--- src/rtl/vita49_pack_if.sv ---
// AXI-Stream bundle shared by the packetizer's sample input and packet output.
interface vita49_pack_if;
    logic [31:0] TDATA;
    logic        TVALID;
    logic        TLAST;
    logic        TREADY;

    modport master (
        output TDATA,
        output TVALID,
        output TLAST,
        input  TREADY
    );

    modport slave (
        input  TDATA,
        input  TVALID,
        input  TLAST,
        output TREADY
    );
endinterface

--- src/rtl/vita49_pack.sv ---
// VITA-49 signal-data packetizer: wraps a raw 32-bit sample stream into
// header / stream ID / optional TSI+TSF / payload packets with TLAST framing.
module vita49_pack (
    input  logic          AXIS_ACLK,
    input  logic          AXIS_ARESETN,
    vita49_pack_if.slave  s_axis,
    vita49_pack_if.master m_axis,
    input  logic [31:0]   ctrl,
    output logic [31:0]   status,
    input  logic [31:0]   streamID,
    input  logic [15:0]   payload_len,
    input  logic [31:0]   words_to_pack,
    input  logic [31:0]   timestamp_sec,
    input  logic [63:0]   timestamp_fsec
);

    typedef enum logic [3:0] {
        P_INIT    = 4'd0,
        P_WAIT    = 4'd1,
        P_HDR     = 4'd2,
        P_STRM_ID = 4'd3,
        P_TSI     = 4'd4,
        P_TSF_0   = 4'd5,
        P_TSF_1   = 4'd6,
        P_PAYLOAD = 4'd7,
        P_DONE    = 4'd8,
        P_ERROR   = 4'd9
    } state_t;

    state_t      state_q, state_d;
    logic [31:0] word_cnt_q, word_cnt_d;
    logic [15:0] pay_cnt_q, pay_cnt_d;
    logic [3:0]  pkt_cnt_q, pkt_cnt_d;
    logic        done_q, done_d;
    logic        cfg_err_q, cfg_err_d;
    logic        ts_en_q, ts_en_d;
    logic [31:0] stream_id_q, stream_id_d;
    logic [31:0] ts_sec_q, ts_sec_d;
    logic [63:0] ts_fsec_q, ts_fsec_d;
    logic [15:0] this_len_q, this_len_d;
    logic [15:0] pkt_size_q, pkt_size_d;

    logic        cmd_start;
    logic        cmd_reset;
    logic        cmd_pass;
    logic        cmd_ts_en;
    logic        unused_ctrl;

    logic [31:0] remain;
    logic [15:0] len_sel;
    logic [31:0] hdr_word;
    logic        pay_last;
    logic        m_xfr;

    assign cmd_start   = ctrl[0];
    assign cmd_reset   = ctrl[1];
    assign cmd_pass    = ctrl[2];
    assign cmd_ts_en   = ctrl[3];
    assign unused_ctrl = ^ctrl[31:4];

    // Remaining words decide whether this packet is full-size or the short tail.
    assign remain  = words_to_pack - word_cnt_q;
    assign len_sel = (remain < {16'd0, payload_len}) ? remain[15:0] : payload_len;

    assign hdr_word = {4'b0001, 1'b0, 1'b0, 2'b00,
                       ts_en_q ? 2'b01 : 2'b00,
                       ts_en_q ? 2'b10 : 2'b00,
                       pkt_cnt_q, pkt_size_q};

    assign pay_last = ((pay_cnt_q + 16'd1) == this_len_q);
    assign m_xfr    = m_axis.TVALID & m_axis.TREADY;

    assign status = {cmd_start, cmd_reset, cmd_pass, cmd_ts_en,
                     state_q, pkt_cnt_q, 18'd0, cfg_err_q, done_q};

    // Output mux: header words come from latched registers, payload is a
    // combinational pass-through so the data path adds no latency.
    always_comb begin
        m_axis.TDATA  = 32'd0;
        m_axis.TVALID = 1'b0;
        m_axis.TLAST  = 1'b0;
        s_axis.TREADY = 1'b0;
        if (cmd_pass) begin
            m_axis.TDATA  = s_axis.TDATA;
            m_axis.TVALID = s_axis.TVALID;
            m_axis.TLAST  = s_axis.TLAST;
            s_axis.TREADY = m_axis.TREADY;
        end else begin
            case (state_q)
                P_HDR: begin
                    m_axis.TDATA  = hdr_word;
                    m_axis.TVALID = 1'b1;
                end
                P_STRM_ID: begin
                    m_axis.TDATA  = stream_id_q;
                    m_axis.TVALID = 1'b1;
                end
                P_TSI: begin
                    m_axis.TDATA  = ts_sec_q;
                    m_axis.TVALID = 1'b1;
                end
                P_TSF_0: begin
                    m_axis.TDATA  = ts_fsec_q[63:32];
                    m_axis.TVALID = 1'b1;
                end
                P_TSF_1: begin
                    m_axis.TDATA  = ts_fsec_q[31:0];
                    m_axis.TVALID = 1'b1;
                end
                P_PAYLOAD: begin
                    m_axis.TDATA  = s_axis.TDATA;
                    m_axis.TVALID = s_axis.TVALID;
                    m_axis.TLAST  = pay_last;
                    s_axis.TREADY = m_axis.TREADY;
                end
                default: ;
            endcase
        end
    end

    always_comb begin
        state_d     = state_q;
        word_cnt_d  = word_cnt_q;
        pay_cnt_d   = pay_cnt_q;
        pkt_cnt_d   = pkt_cnt_q;
        done_d      = done_q;
        cfg_err_d   = cfg_err_q;
        ts_en_d     = ts_en_q;
        stream_id_d = stream_id_q;
        ts_sec_d    = ts_sec_q;
        ts_fsec_d   = ts_fsec_q;
        this_len_d  = this_len_q;
        pkt_size_d  = pkt_size_q;

        // reset_cmd wins even in passthrough; otherwise passthrough freezes everything.
        if (cmd_reset) begin
            state_d = P_INIT;
        end else if (!cmd_pass) begin
            case (state_q)
                P_INIT: begin
                    word_cnt_d = 32'd0;
                    pay_cnt_d  = 16'd0;
                    pkt_cnt_d  = 4'd0;
                    done_d     = 1'b0;
                    cfg_err_d  = 1'b0;
                    if (cmd_start) begin
                        if (payload_len == 16'd0 || payload_len > 16'd65530) begin
                            cfg_err_d = 1'b1;
                            state_d   = P_ERROR;
                        end else if (words_to_pack == 32'd0) begin
                            state_d = P_DONE;
                        end else begin
                            state_d = P_WAIT;
                        end
                    end
                end
                P_WAIT: begin
                    if (s_axis.TVALID) begin
                        ts_en_d     = cmd_ts_en;
                        stream_id_d = streamID;
                        ts_sec_d    = timestamp_sec;
                        ts_fsec_d   = timestamp_fsec;
                        this_len_d  = len_sel;
                        pkt_size_d  = len_sel + (cmd_ts_en ? 16'd5 : 16'd2);
                        state_d     = P_HDR;
                    end
                end
                P_HDR: begin
                    if (m_xfr) state_d = P_STRM_ID;
                end
                P_STRM_ID: begin
                    if (m_xfr) state_d = ts_en_q ? P_TSI : P_PAYLOAD;
                end
                P_TSI: begin
                    if (m_xfr) state_d = P_TSF_0;
                end
                P_TSF_0: begin
                    if (m_xfr) state_d = P_TSF_1;
                end
                P_TSF_1: begin
                    if (m_xfr) state_d = P_PAYLOAD;
                end
                P_PAYLOAD: begin
                    if (m_xfr) begin
                        word_cnt_d = word_cnt_q + 32'd1;
                        pay_cnt_d  = pay_cnt_q + 16'd1;
                        if (pay_last) begin
                            pay_cnt_d = 16'd0;
                            pkt_cnt_d = pkt_cnt_q + 4'd1;
                            state_d   = ((word_cnt_q + 32'd1) >= words_to_pack) ? P_DONE : P_WAIT;
                        end
                    end
                end
                P_DONE: ;
                P_ERROR: ;
                default: state_d = P_INIT;
            endcase
            if (state_d == P_DONE) done_d = 1'b1;
        end
    end

    always_ff @(posedge AXIS_ACLK or negedge AXIS_ARESETN) begin
        if (!AXIS_ARESETN) begin
            state_q     <= P_INIT;
            word_cnt_q  <= 32'd0;
            pay_cnt_q   <= 16'd0;
            pkt_cnt_q   <= 4'd0;
            done_q      <= 1'b0;
            cfg_err_q   <= 1'b0;
            ts_en_q     <= 1'b0;
            stream_id_q <= 32'd0;
            ts_sec_q    <= 32'd0;
            ts_fsec_q   <= 64'd0;
            this_len_q  <= 16'd0;
            pkt_size_q  <= 16'd0;
        end else begin
            state_q     <= state_d;
            word_cnt_q  <= word_cnt_d;
            pay_cnt_q   <= pay_cnt_d;
            pkt_cnt_q   <= pkt_cnt_d;
            done_q      <= done_d;
            cfg_err_q   <= cfg_err_d;
            ts_en_q     <= ts_en_d;
            stream_id_q <= stream_id_d;
            ts_sec_q    <= ts_sec_d;
            ts_fsec_q   <= ts_fsec_d;
            this_len_q  <= this_len_d;
            pkt_size_q  <= pkt_size_d;
        end
    end

endmodule

--- src/flat_wrapper.sv ---
// flat-port wrapper written by rule: the top's interface ports become plain ports
module vita49_pack_flat 
  (AXIS_ACLK, AXIS_ARESETN, ctrl, status, streamID, payload_len, words_to_pack, timestamp_sec, timestamp_fsec, s_axis_TDATA, s_axis_TVALID, s_axis_TLAST, s_axis_TREADY, m_axis_TDATA, m_axis_TVALID, m_axis_TLAST, m_axis_TREADY);
  vita49_pack_if s_axis_i ();
  vita49_pack_if m_axis_i ();
  input  logic AXIS_ACLK;
  input  logic AXIS_ARESETN;
  input  logic [31:0] ctrl;
  output logic [31:0] status;
  input  logic [31:0] streamID;
  input  logic [15:0] payload_len;
  input  logic [31:0] words_to_pack;
  input  logic [31:0] timestamp_sec;
  input  logic [63:0] timestamp_fsec;
  input wire logic [$bits(s_axis_i.TDATA)-1:0] s_axis_TDATA;
  input wire logic [$bits(s_axis_i.TVALID)-1:0] s_axis_TVALID;
  input wire logic [$bits(s_axis_i.TLAST)-1:0] s_axis_TLAST;
  output wire logic [$bits(s_axis_i.TREADY)-1:0] s_axis_TREADY;
  output wire logic [$bits(m_axis_i.TDATA)-1:0] m_axis_TDATA;
  output wire logic [$bits(m_axis_i.TVALID)-1:0] m_axis_TVALID;
  output wire logic [$bits(m_axis_i.TLAST)-1:0] m_axis_TLAST;
  input wire logic [$bits(m_axis_i.TREADY)-1:0] m_axis_TREADY;
  assign s_axis_i.TDATA = s_axis_TDATA;
  assign s_axis_i.TVALID = s_axis_TVALID;
  assign s_axis_i.TLAST = s_axis_TLAST;
  assign s_axis_TREADY = s_axis_i.TREADY;
  assign m_axis_TDATA = m_axis_i.TDATA;
  assign m_axis_TVALID = m_axis_i.TVALID;
  assign m_axis_TLAST = m_axis_i.TLAST;
  assign m_axis_i.TREADY = m_axis_TREADY;
  vita49_pack u_core (.AXIS_ACLK(AXIS_ACLK), .AXIS_ARESETN(AXIS_ARESETN), .s_axis(s_axis_i), .m_axis(m_axis_i), .ctrl(ctrl), .status(status), .streamID(streamID), .payload_len(payload_len), .words_to_pack(words_to_pack), .timestamp_sec(timestamp_sec), .timestamp_fsec(timestamp_fsec));
endmodule
--- config.mk ---
export PLATFORM = sky130hd
export DESIGN_NAME = vita49_pack_flat
export DESIGN_NICKNAME = d
export VERILOG_FILES = /design/src/rtl/vita49_pack_if.sv /design/src/rtl/vita49_pack.sv /design/src/flat_wrapper.sv
export SDC_FILE = /design/constraint.sdc
export NUM_CORES = 1
export LEC_CHECK = 0
export ABC_AREA = 1
export BUFFER_PORTS_ARGS = -buffer_cell sky130_fd_sc_hd__buf_4
export CELL_PAD_IN_SITES_DETAIL_PLACEMENT = 0
export CELL_PAD_IN_SITES_GLOBAL_PLACEMENT = 1
export CORE_ASPECT_RATIO = 1.75
export CORE_MARGIN = 2
export CORE_UTILIZATION = 35
export DETAILED_ROUTE_END_ITERATION = 16
export GPL_TIMING_DRIVEN = 0
export PLACE_DENSITY_LB_ADDON = 0.12
export SLEW_MARGIN = 20
export SYNTH_ARGS = -nofsm -noshare
export SYNTH_HDL_FRONTEND = slang
export SYNTH_SLANG_ARGS = --single-unit
--- constraint.sdc ---
create_clock -name AXIS_ACLK -period 4 [get_ports AXIS_ACLK]
set_clock_uncertainty 0.1 [all_clocks]
set_input_delay 0.4 -clock AXIS_ACLK [delete_from_list [all_inputs] [get_ports AXIS_ACLK]]
set_output_delay 0.4 -clock AXIS_ACLK [all_outputs]
set_load 0.02 [all_outputs]
### Yosys cells after proc, flatten, opt, wreduce, memory -nomap -nowiden

Cells that the tools add are included.
W data, S select, Z words.

* flip-flop bits (word level): 219
* bits of input ports: 245
* output and inout bits: 67

* bitwise gates (word level): 3
* magnitude comparators: 3
* eq/ne operators: 14
* multiplexer cells: 42
* add/sub/neg operators: 5
* reductions and logical operators: 13

Operators with widths (number)
* $pmux W32 S6: 1
* $mux W4: 18
* $mux W32: 2
* $pmux W32 S2: 1
* $mux W16: 3
* $pmux W4 S9: 1
* $add A32 B1 Y32 const B: 1
* $ge A32 B32 Y1: 1
* $logic_not A32 Y1: 1
* $lt A32 B16 Y1: 1
* $pmux W16 S2: 1
* $sub A32 B32 Y32: 1
* $add A16 B1 Y16 const B: 1
* $add A16 B16 Y16: 1
* $eq A16 B16 Y1: 1
* $eq A4 B3 Y1 const B: 4
* $gt A16 B16 Y1 const B: 1
* $logic_not A16 Y1: 1
* $eq A4 B4 Y1 const B: 3
* $mux W1: 10
* $eq A4 B2 Y1 const B: 2
* $pmux W4 S2: 1
* $reduce_and A4 Y1: 2
* $reduce_and A3 Y1: 2
* other kinds (15): 19

### Logic depth before layout (Yosys ltp)

Gate-level depths: netlist of the first run.

* depth in word-level cells: 12
* gate-level depth with buffers: 36
* gate-level depth less buffers: 36

### Worst setup path after synthesis of the first run

Ideal clock, no wire load.

* kind: flip-flop to flip-flop
* from: register u_core.word_cnt_q[9]
* to: register u_core.pkt_size_q[12]
* data arrival time: 4033 ps
* path buffers: 0
* clock period less this slack: 4250 ps
* setup time: 117 ps
* cell stages (with the launch flop): 32
* required time: 3783 ps
* setup slack: -250 ps
* path through: dfrtp_1 -> clkinv_1 -> ha_1 -> nand2_1 -> inv_1 -> nand2_1 -> nor2_2 -> nand2_1 -> nand3_1 -> xor2_1 -> ha_1 -> nand2_1 -> nor2_1 -> a211oi_1 -> nand2_1 -> nand2_1 -> inv_1 -> nor2_1 -> nand2_1 -> o21ai_0 -> ha_1 -> fa_1 -> nand2_1 -> inv_1 -> nor2_1 -> nand3b_1 -> nor2_2 -> nand2_2 -> nor2_1 -> nand2_1 -> nand3_1 -> nand2_1

* word-level cells in the longest chain between the ends: 4

Ends and longest elaborated chain
* start: declaration: line vita49_pack.sv:31 `logic [31:0] word_cnt_q, word_cnt_d;`
* start signal: assignment: line vita49_pack.sv:218 `word_cnt_q <= word_cnt_d;`
* $sub A32 B32 Y32: line vita49_pack.sv:62 `assign remain = words_to_pack - word_cnt_q;`
* $lt A32 B16 Y1: line vita49_pack.sv:63 `assign len_sel = (remain < {16'd0, payload_len}) ? remain[15:0] : payload_len;`
* $mux W16: line vita49_pack.sv:63
* net u_core.len_sel[0]: line vita49_pack.sv:50 `logic [15:0] len_sel;`
* $add A16 B16 Y16: line vita49_pack.sv:164 `pkt_size_d = len_sel + (cmd_ts_en ? 16'd5 : 16'd2);`
* end signal: assignment: line vita49_pack.sv:228 `pkt_size_q <= pkt_size_d;`
* end: declaration: line vita49_pack.sv:41 `logic [15:0] pkt_size_q, pkt_size_d;`

The timed path passes the listed nets, and every way through them passes these cells.
A chain may end at the register's enable or synchronous reset.

### Worst setup path in the final report of the first run

* from: register u_core.word_cnt_q[7]
* to: register u_core.pkt_size_q[12]

The elaborated chain is that of the path after synthesis.

==> results of run 1 <==
==> power breakdown <==
group / switching [mW] / internal [mW]
sequential: 0.293 / 2.70
combinational: 1.42 / 1.05
clock: 1.02 / 1.40
==> synthesized netlist by cell type (4+ instances only) <==
| master | count |
|---|---|
| o211ai_1 | 13 |
| a21oi_1 | 44 |
| o31ai_1 | 4 |
| buf_4 | 30 |
| buf_1 | 4 |
| ha_1 | 84 |
| nand4_1 | 46 |
| o21ai_0 | 114 |
| and2_1 | 4 |
| a211oi_1 | 6 |
| clkinv_1 | 4 |
| inv_1 | 317 |
| inv_2 | 21 |
| o21bai_1 | 8 |
| a22o_1 | 18 |
| nand2_1 | 943 |
| o21ai_1 | 5 |
| nor3_1 | 18 |
| nor2_1 | 122 |
| nor4_1 | 21 |
| nor2_4 | 8 |
| nand3_2 | 9 |
| clkbuf_1 | 56 |
| xor2_1 | 53 |
| o22ai_1 | 31 |
| dfrtp_1 | 219 |
| nand2_2 | 31 |
| nor2_2 | 21 |
| a221oi_1 | 20 |
| nand3_1 | 80 |
==> cell type report <==
| cell class | count | area [sq um] | share of cell area, % |
|---|---|---|---|
| multi-input combinational | 1756 | 9956 | 43.53 |
| sequential | 219 | 5483 | 23.97 |
| timing repair buffer | 487 | 4060 | 17.75 |
| inverter | 342 | 1296 | 5.667 |
| tap | 583 | 729.5 | 3.189 |
| clock buffer | 34 | 719.4 | 3.146 |
| buffer | 94 | 493.0 | 2.155 |
| clock inverter | 10 | 127.6 | 0.5580 |
| antenna | 3 | 7.507 | 0.03282 |
==> worst min-delay path by stage <==
| stage | start | endpoint | cells past startpoint |
|---|---|---|---|
| after floorplan | AXIS_ARESETN | u_core.cfg_err_q | 0 |
| after global placement | u_core.ts_fsec_q[22] | u_core.ts_fsec_q[22] | 2 |
| after detailed placement | AXIS_ARESETN | u_core.stream_id_q[24] | 1 |
| after CTS | timestamp_sec[4] | u_core.ts_sec_q[4] | 3 |
| after global routing | timestamp_sec[4] | u_core.ts_sec_q[4] | 3 |
| final | timestamp_sec[4] | u_core.ts_sec_q[4] | 3 |
==> worst max-delay path: cells and delay by family (launching register included) <==
kind	cells	cell delay, ns
buffers and inverters	7	0.48
AOI/OAI and AO/OA	1	0.20
and+or+nand+nor	22	2.03
DFF	1	0.40
xor gates and xnor gates	1	0.16
adders and majority gates	4	0.95
==> logic make-up after synthesis <==
group	share of synthesized area [%]
muxes	0.06195
other	0.02321
DFF	33.91
and+or+nand+nor	34.39
AOI/OAI and AO/OA	10.72
buffers and inverters	10.96
adders and majority gates	6.752
xor gates and xnor gates	3.175
==> repair_timing <==
action / CTS / global route
pin swaps: 51 / 83
hold buffers: 128 / 0
gates resized for setup: 131 / 90
hold endpoints to repair: 185 / 0
endpoints found under the setup margin: 51 / 27
gates cloned: 1 / 0
setup buffers: 54 / 41
==> layer usage <==
metal  vias up  wire length (um)  global-route usage, %
met1      8305             22690                  25.67
met2       503             37820                  55.77
met5         -                13                      0
li1       8601                 -                      -
met4         2              4157                  15.50
met3       157              2587                  3.015
==> metrics by stage <==
step                      setup TNS [ns]  hold WS [ns]  power, mW  instance area, sq um
after floorplan                 -0.04110      0.004409      4.278                 16330
after global placement            -21.94        0.3539      5.014                 19040
after detailed placement          -23.06        0.2735      5.074                 19110
after CTS                         -4.687      0.002348      7.788                 22220
after global routing              -8.146       0.02869      8.365                 22870
final                             -4.505       0.04680      7.884                 22870
==> state kept, by name, indices dropped and copies added (netlist names) <==
signal / flops
u_core.cfg_err_q: 1
u_core.this_len_q: 16
u_core.ts_en_q: 1
u_core.pkt_size_q: 16
u_core.state_q: 4
u_core.word_cnt_q: 32
u_core.stream_id_q: 32
u_core.pay_cnt_q: 16
u_core.pkt_cnt_q: 4
u_core.ts_fsec_q: 64
u_core.done_q: 1
u_core.ts_sec_q: 32
==> results.cfg, run 1 <==
[status]
status = finished, violations left
violations = negative setup slack

[run]
drv_cap = 0

[placement]
place_congestion = 0.9136
pre_cts_slack_ns = -1.419
numPlacedInstances = 3260
dp.final_hpwl_mm = 53.24
portBuffers = 264

[global_route]
antenna_found_initial = 4
grt_pass1_wl_mm = 100.4
grtUsageTotal_pct = 27.22
grt_max_degree = 89
grt_overflow_total = 0
grt_pass1_vias = 17980

[finish]
post-route-util_pct = 49.93
layout_commonest_cell = nand2_1
nets = 3256
final_cell_mix = 900 x nand2_1, 381 x buf_4, 294 x inv_1
fill_cells = 4725
fin_cells = 3528
final_layout_size_suffix_gt1_share_pct = 24.10
syn_to_final_growth_pct = 41.54

[clocking]
cts_made_buffers = 25
cts_root_buf = clkbuf_16
clkSlewWorstSetupHoldPaths_ns = 0.06
worstSkewPairLatency_ns = 0.55
clockBufferDepth = 3
cts_tree = done
cts_max_level = 1
clock-sinks = 219

[drt]
drcViolationCount = 0
avgViaCountPerCell = 4.980
wire_per_inst_um = 19.07
vias = 17568
drt_iter0_markers = 842
drtAntennaViolNets = 0
wl_mm = 67.27
drtPass1Iterations = 6

[logic_synthesis]
synth_top_area_share_pct = 33.91
ys_ff_latch = 219
yosysSeqAreaShare_pct = 33.91
synthFlopType = dfrtp_1
synth.distinct_cells = 56
ys_top_cells_by_area = dfrtp_1 34%, nand2_1 22%, inv_1 7.4%
yosysTopAreaCell = dfrtp_1
synth_warnings = 0
synth_edf_count = 0
synthArstFlopShare_pct = 100.0
netlist_instances = 2394
avgSynthCellArea_sq_um = 6.750
syn_area_sq_um = 16160

[setup_path]
cp-endpoint = u_core.pkt_size_q[12]
worstPathMaxFanout = 4
reg2reg_from = u_core.word_cnt_q[7]
worstPathRequired_ns = 4.35
r2r_setup_slack_ns = -0.41
startpoint = u_core.word_cnt_q[7]
r2r-end = u_core.pkt_size_q[12]
path_class = register to register
reg2reg_depth = 35
arrival_ns = 4.76
max_stage_delay_ns = 0.40
cp_slowest_cell = dfrtp_1
cp-end-kind = register
critPathLaunchType = register

[die]
io_pins = 312
die_w_um = 166.4
die_h_um = 288.2
rows = 104
start_util_pct = 35.28
core_area_sq_um = 45800
dieArea_sq_um = 47970

[timing]
period_share_pct = 110.3
max_freq_ghz = 0.2267
rsz0062_at_grt = yes
min_period_ns = 4.412
setup-violations-final = 17
layout_setup_ws_ns = -0.4121
hold_violations = 0
slew_viol_final = 0
tightestPinTransition_ns = 0.9526
slew_headroom_pct = 36.50

[hold_path]
hp-class = primary input to register

[power]
ir_drop_mv = 0.3420
leakage_nw = 12.00
power.density_nw_per_um2 = 344.7
No activity file was read; power rests on OpenSTA's default activity.
==> run 2: changes to the inputs <==
ABC_AREA = unset   (was 1)
==> run 2 against run 1 <==
Sequential power about the same. Highest routed layer is now met4. The run still ends with negative setup slack left. Cell count down 22%. First-iteration DRC count down 12%. Routed wire length decreased by 8.7%. Non-clock buffer count shrank 41.
==> results.cfg, run 2 <==
[status]
status = finished, violations left
violations = negative setup slack

[die]
die_w_um = 161.8
die_h_um = 280.1
core_area_sq_um = 43220
start_util_pct = 35.28
dieArea_sq_um = 45310
rows = 101
io_pins = 312

[setup_path]
cp_slowest_cell = or3_4
worstPathRequired_ns = 4.30
worst-path-buf-inv = 4
arrival_ns = 6.61
startpoint = u_core.word_cnt_q[3]
path_class = register to register
worstPathMaxFanout = 6
cp-end-kind = register
cpLargestDelayFamily = compound AO/OA/AOI/OAI gates
reg2reg_from = u_core.word_cnt_q[3]
max_stage_delay_ns = 0.42
critPathLaunchType = register

[drt]
drt_iter0_markers = 745
wire_per_inst_um = 22.38
drcViolationCount = 0
drtAntennaViolNets = 0
wl_mm = 61.42
avgViaCountPerCell = 5.374
vias = 14752
drtPass1Iterations = 5

[power]
power_mw = 7.131
ir_drop_mv = 0.3347
power.density_nw_per_um2 = 331.4
leakage_nw = 9.725

[global_route]
grt_pass1_wl_mm = 91.54
antenna_found_initial = 1
grtUsageTotal_pct = 26.42
grt_overflow_total = 0
grt_max_degree = 87
grt_pass1_vias = 15349

[clocking]
clock-sinks = 219
worstSkewPairLatency_ns = 0.57
cts_root_buf = clkbuf_16
cts_max_level = 1
clockBufferDepth = 3
cts_tree = done
cts_made_buffers = 24
clkSlewWorstSetupHoldPaths_ns = 0.07

[logic_synthesis]
synthSimpleGateAreaFrac_pct = 15.27
synthFlopType = dfrtp_1
syn_area_sq_um = 15250
muxShareOfSynthArea_pct = 11.96
synth_top_area_share_pct = 35.94
yosysTopAreaCell = dfrtp_1
synthTopCellsByCount = 219 x dfrtp_1, 189 x nand2_1, 152 x o21ai_0
synth_warnings = 0
yosysMostFrequentCell = dfrtp_1
netlist_instances = 1691
synth_compound_area_share_pct = 18.29
synthAdderAreaFrac_pct = 7.156
synth.distinct_cells = 82
synth_xor_area_share_pct = 5.342
synthArstFlopShare_pct = 100.0
synth_edf_count = 0
yosysSeqAreaShare_pct = 35.94
synth_top_family_by_area = compound AO/OA/AOI/OAI gates
avgSynthCellArea_sq_um = 9.017
ys_top_cells_by_area = dfrtp_1 36%, mux2_2 9.8%, ha_1 6.9%
ys_ff_latch = 219

[timing]
layout_setup_ws_ns = -2.318
period_share_pct = 158.0
final.setup.tns_ns = -57.55
slew_viol_final = 0
max_freq_ghz = 0.1583
rsz0062_at_grt = yes
min_period_ns = 6.318
hold_violations = 0
tightestPinTransition_ns = 1.106
slew_headroom_pct = 25.20
setup-violations-final = 35

[placement]
place_congestion = 0.8988
dp.final_hpwl_mm = 47.70
portBuffers = 264
numPlacedInstances = 2540

[finish]
layout_commonest_cell = buf_4
nets = 2492
largest_register_ffs = 64
final_layout_size_suffix_gt1_share_pct = 31.54
syn_to_final_growth_pct = 41.12
fill_cells = 4169
final_cell_mix = 339 x buf_4, 215 x dfrtp_1, 188 x nand2_1
top_register = u_core.ts_fsec_q
fin_cells = 2745

[run]
drv_cap = 0

[hold_path]
hp-class = primary input to register
hp-start = streamID[7]
[run 2: changes by cell type after synthesis, sizes merged, moves of 27 or more]
| cell | change |
|---|---|
| o22ai | -27 |
| mux2 | +135 |
| xor2 | -30 |
| nor2 | -67 |
| o21ai | +38 |
| nand2 | -787 |
| a22oi | +41 |
| xnor2 | +67 |
| inv | -242 |
| nand3 | -51 |
| mux2i | +29 |
[run 2: cell families (layout without fill, tap and decap cells)]
kind of cell,count (synthesis),in the layout
AOI/OAI and AO/OA,432,432
xor gates and xnor gates,93,93
adders and majority gates,86,86
buffers and inverters,209,679
DFF,219,219
muxes,165,165
other,1,19
and+or+nand+nor,486,486
[run 2: where the power goes]
group | total (mW) | switching (mW) | internal, mW
clock | 2.48 | 0.990 | 1.49
sequential | 2.98 | 0.298 | 2.69
combinational | 1.66 | 0.786 | 0.878
total | 7.13 | 2.07 | 5.06
[run 2: metal layers]
layer	share of wire, %	up-vias	global-route usage, %
met3	3.8	126	2.823
met5	0	-	0
met4	5.5	0	12.68
li1	-	7044	-
met2	55	403	52.32
met1	36	7179	27.03
[run 2: through the flow]
stage | hold slack (ns) | area, sq um | utilization, % | worst slack [ns]
6_report | 0.01110 | 21520 | 49.79 | -2.318
5_1_grt | 0.0006550 | 21510 | 49.78 | -2.600
4_1_cts | 0.00002581 | 21050 | 48.70 | -2.305
3_5_place_dp | 0.2720 | 18140 | 41.98 | -3.434
3_3_place_gp | 0.3714 | 18070 | 41.82 | -3.383
2_1_floorplan | 0.004409 | 15380 | - | -1.849
[run 2: what timing repair did]
| item | CTS | global route |
|---|---|---|
| cloned | 2 | 0 |
| hold buffers | 104 | 1 |
| pin swaps | 24 | 29 |
| hold endpoints to repair | 161 | 1 |
| gates resized for setup | 148 | 78 |
| buffers inserted | 33 | 26 |
| endpoints found under the setup margin | 79 | 53 |
[run 2: layout make-up]
cell class | instances | area [sq um] | area share [%]
tap | 566 | 708.2 | 3.291
inverter | 96 | 362.8 | 1.686
clock buffer | 31 | 656.9 | 3.053
multi-input combinational | 1280 | 9863 | 45.84
antenna | 1 | 2.502 | 0.01163
timing repair buffer | 429 | 3617 | 16.81
sequential | 219 | 5485 | 25.49
clock inverter | 12 | 216.5 | 1.006
buffer | 111 | 604.3 | 2.809
[run 2: final timing paths]
kind | to | slack, ns | cells after the start
max in group asynchronous | u_core.ts_sec_q[8] | 2.26 | 4
min reg2reg | u_core.cfg_err_q | 0.39 | 2
max | u_core.pkt_size_q[10] | -2.32 | 26
min in group asynchronous | u_core.ts_fsec_q[55] | 0.26 | 2
max reg2reg | u_core.pkt_size_q[10] | -2.32 | 26
min | u_core.stream_id_q[7] | 0.01 | 2
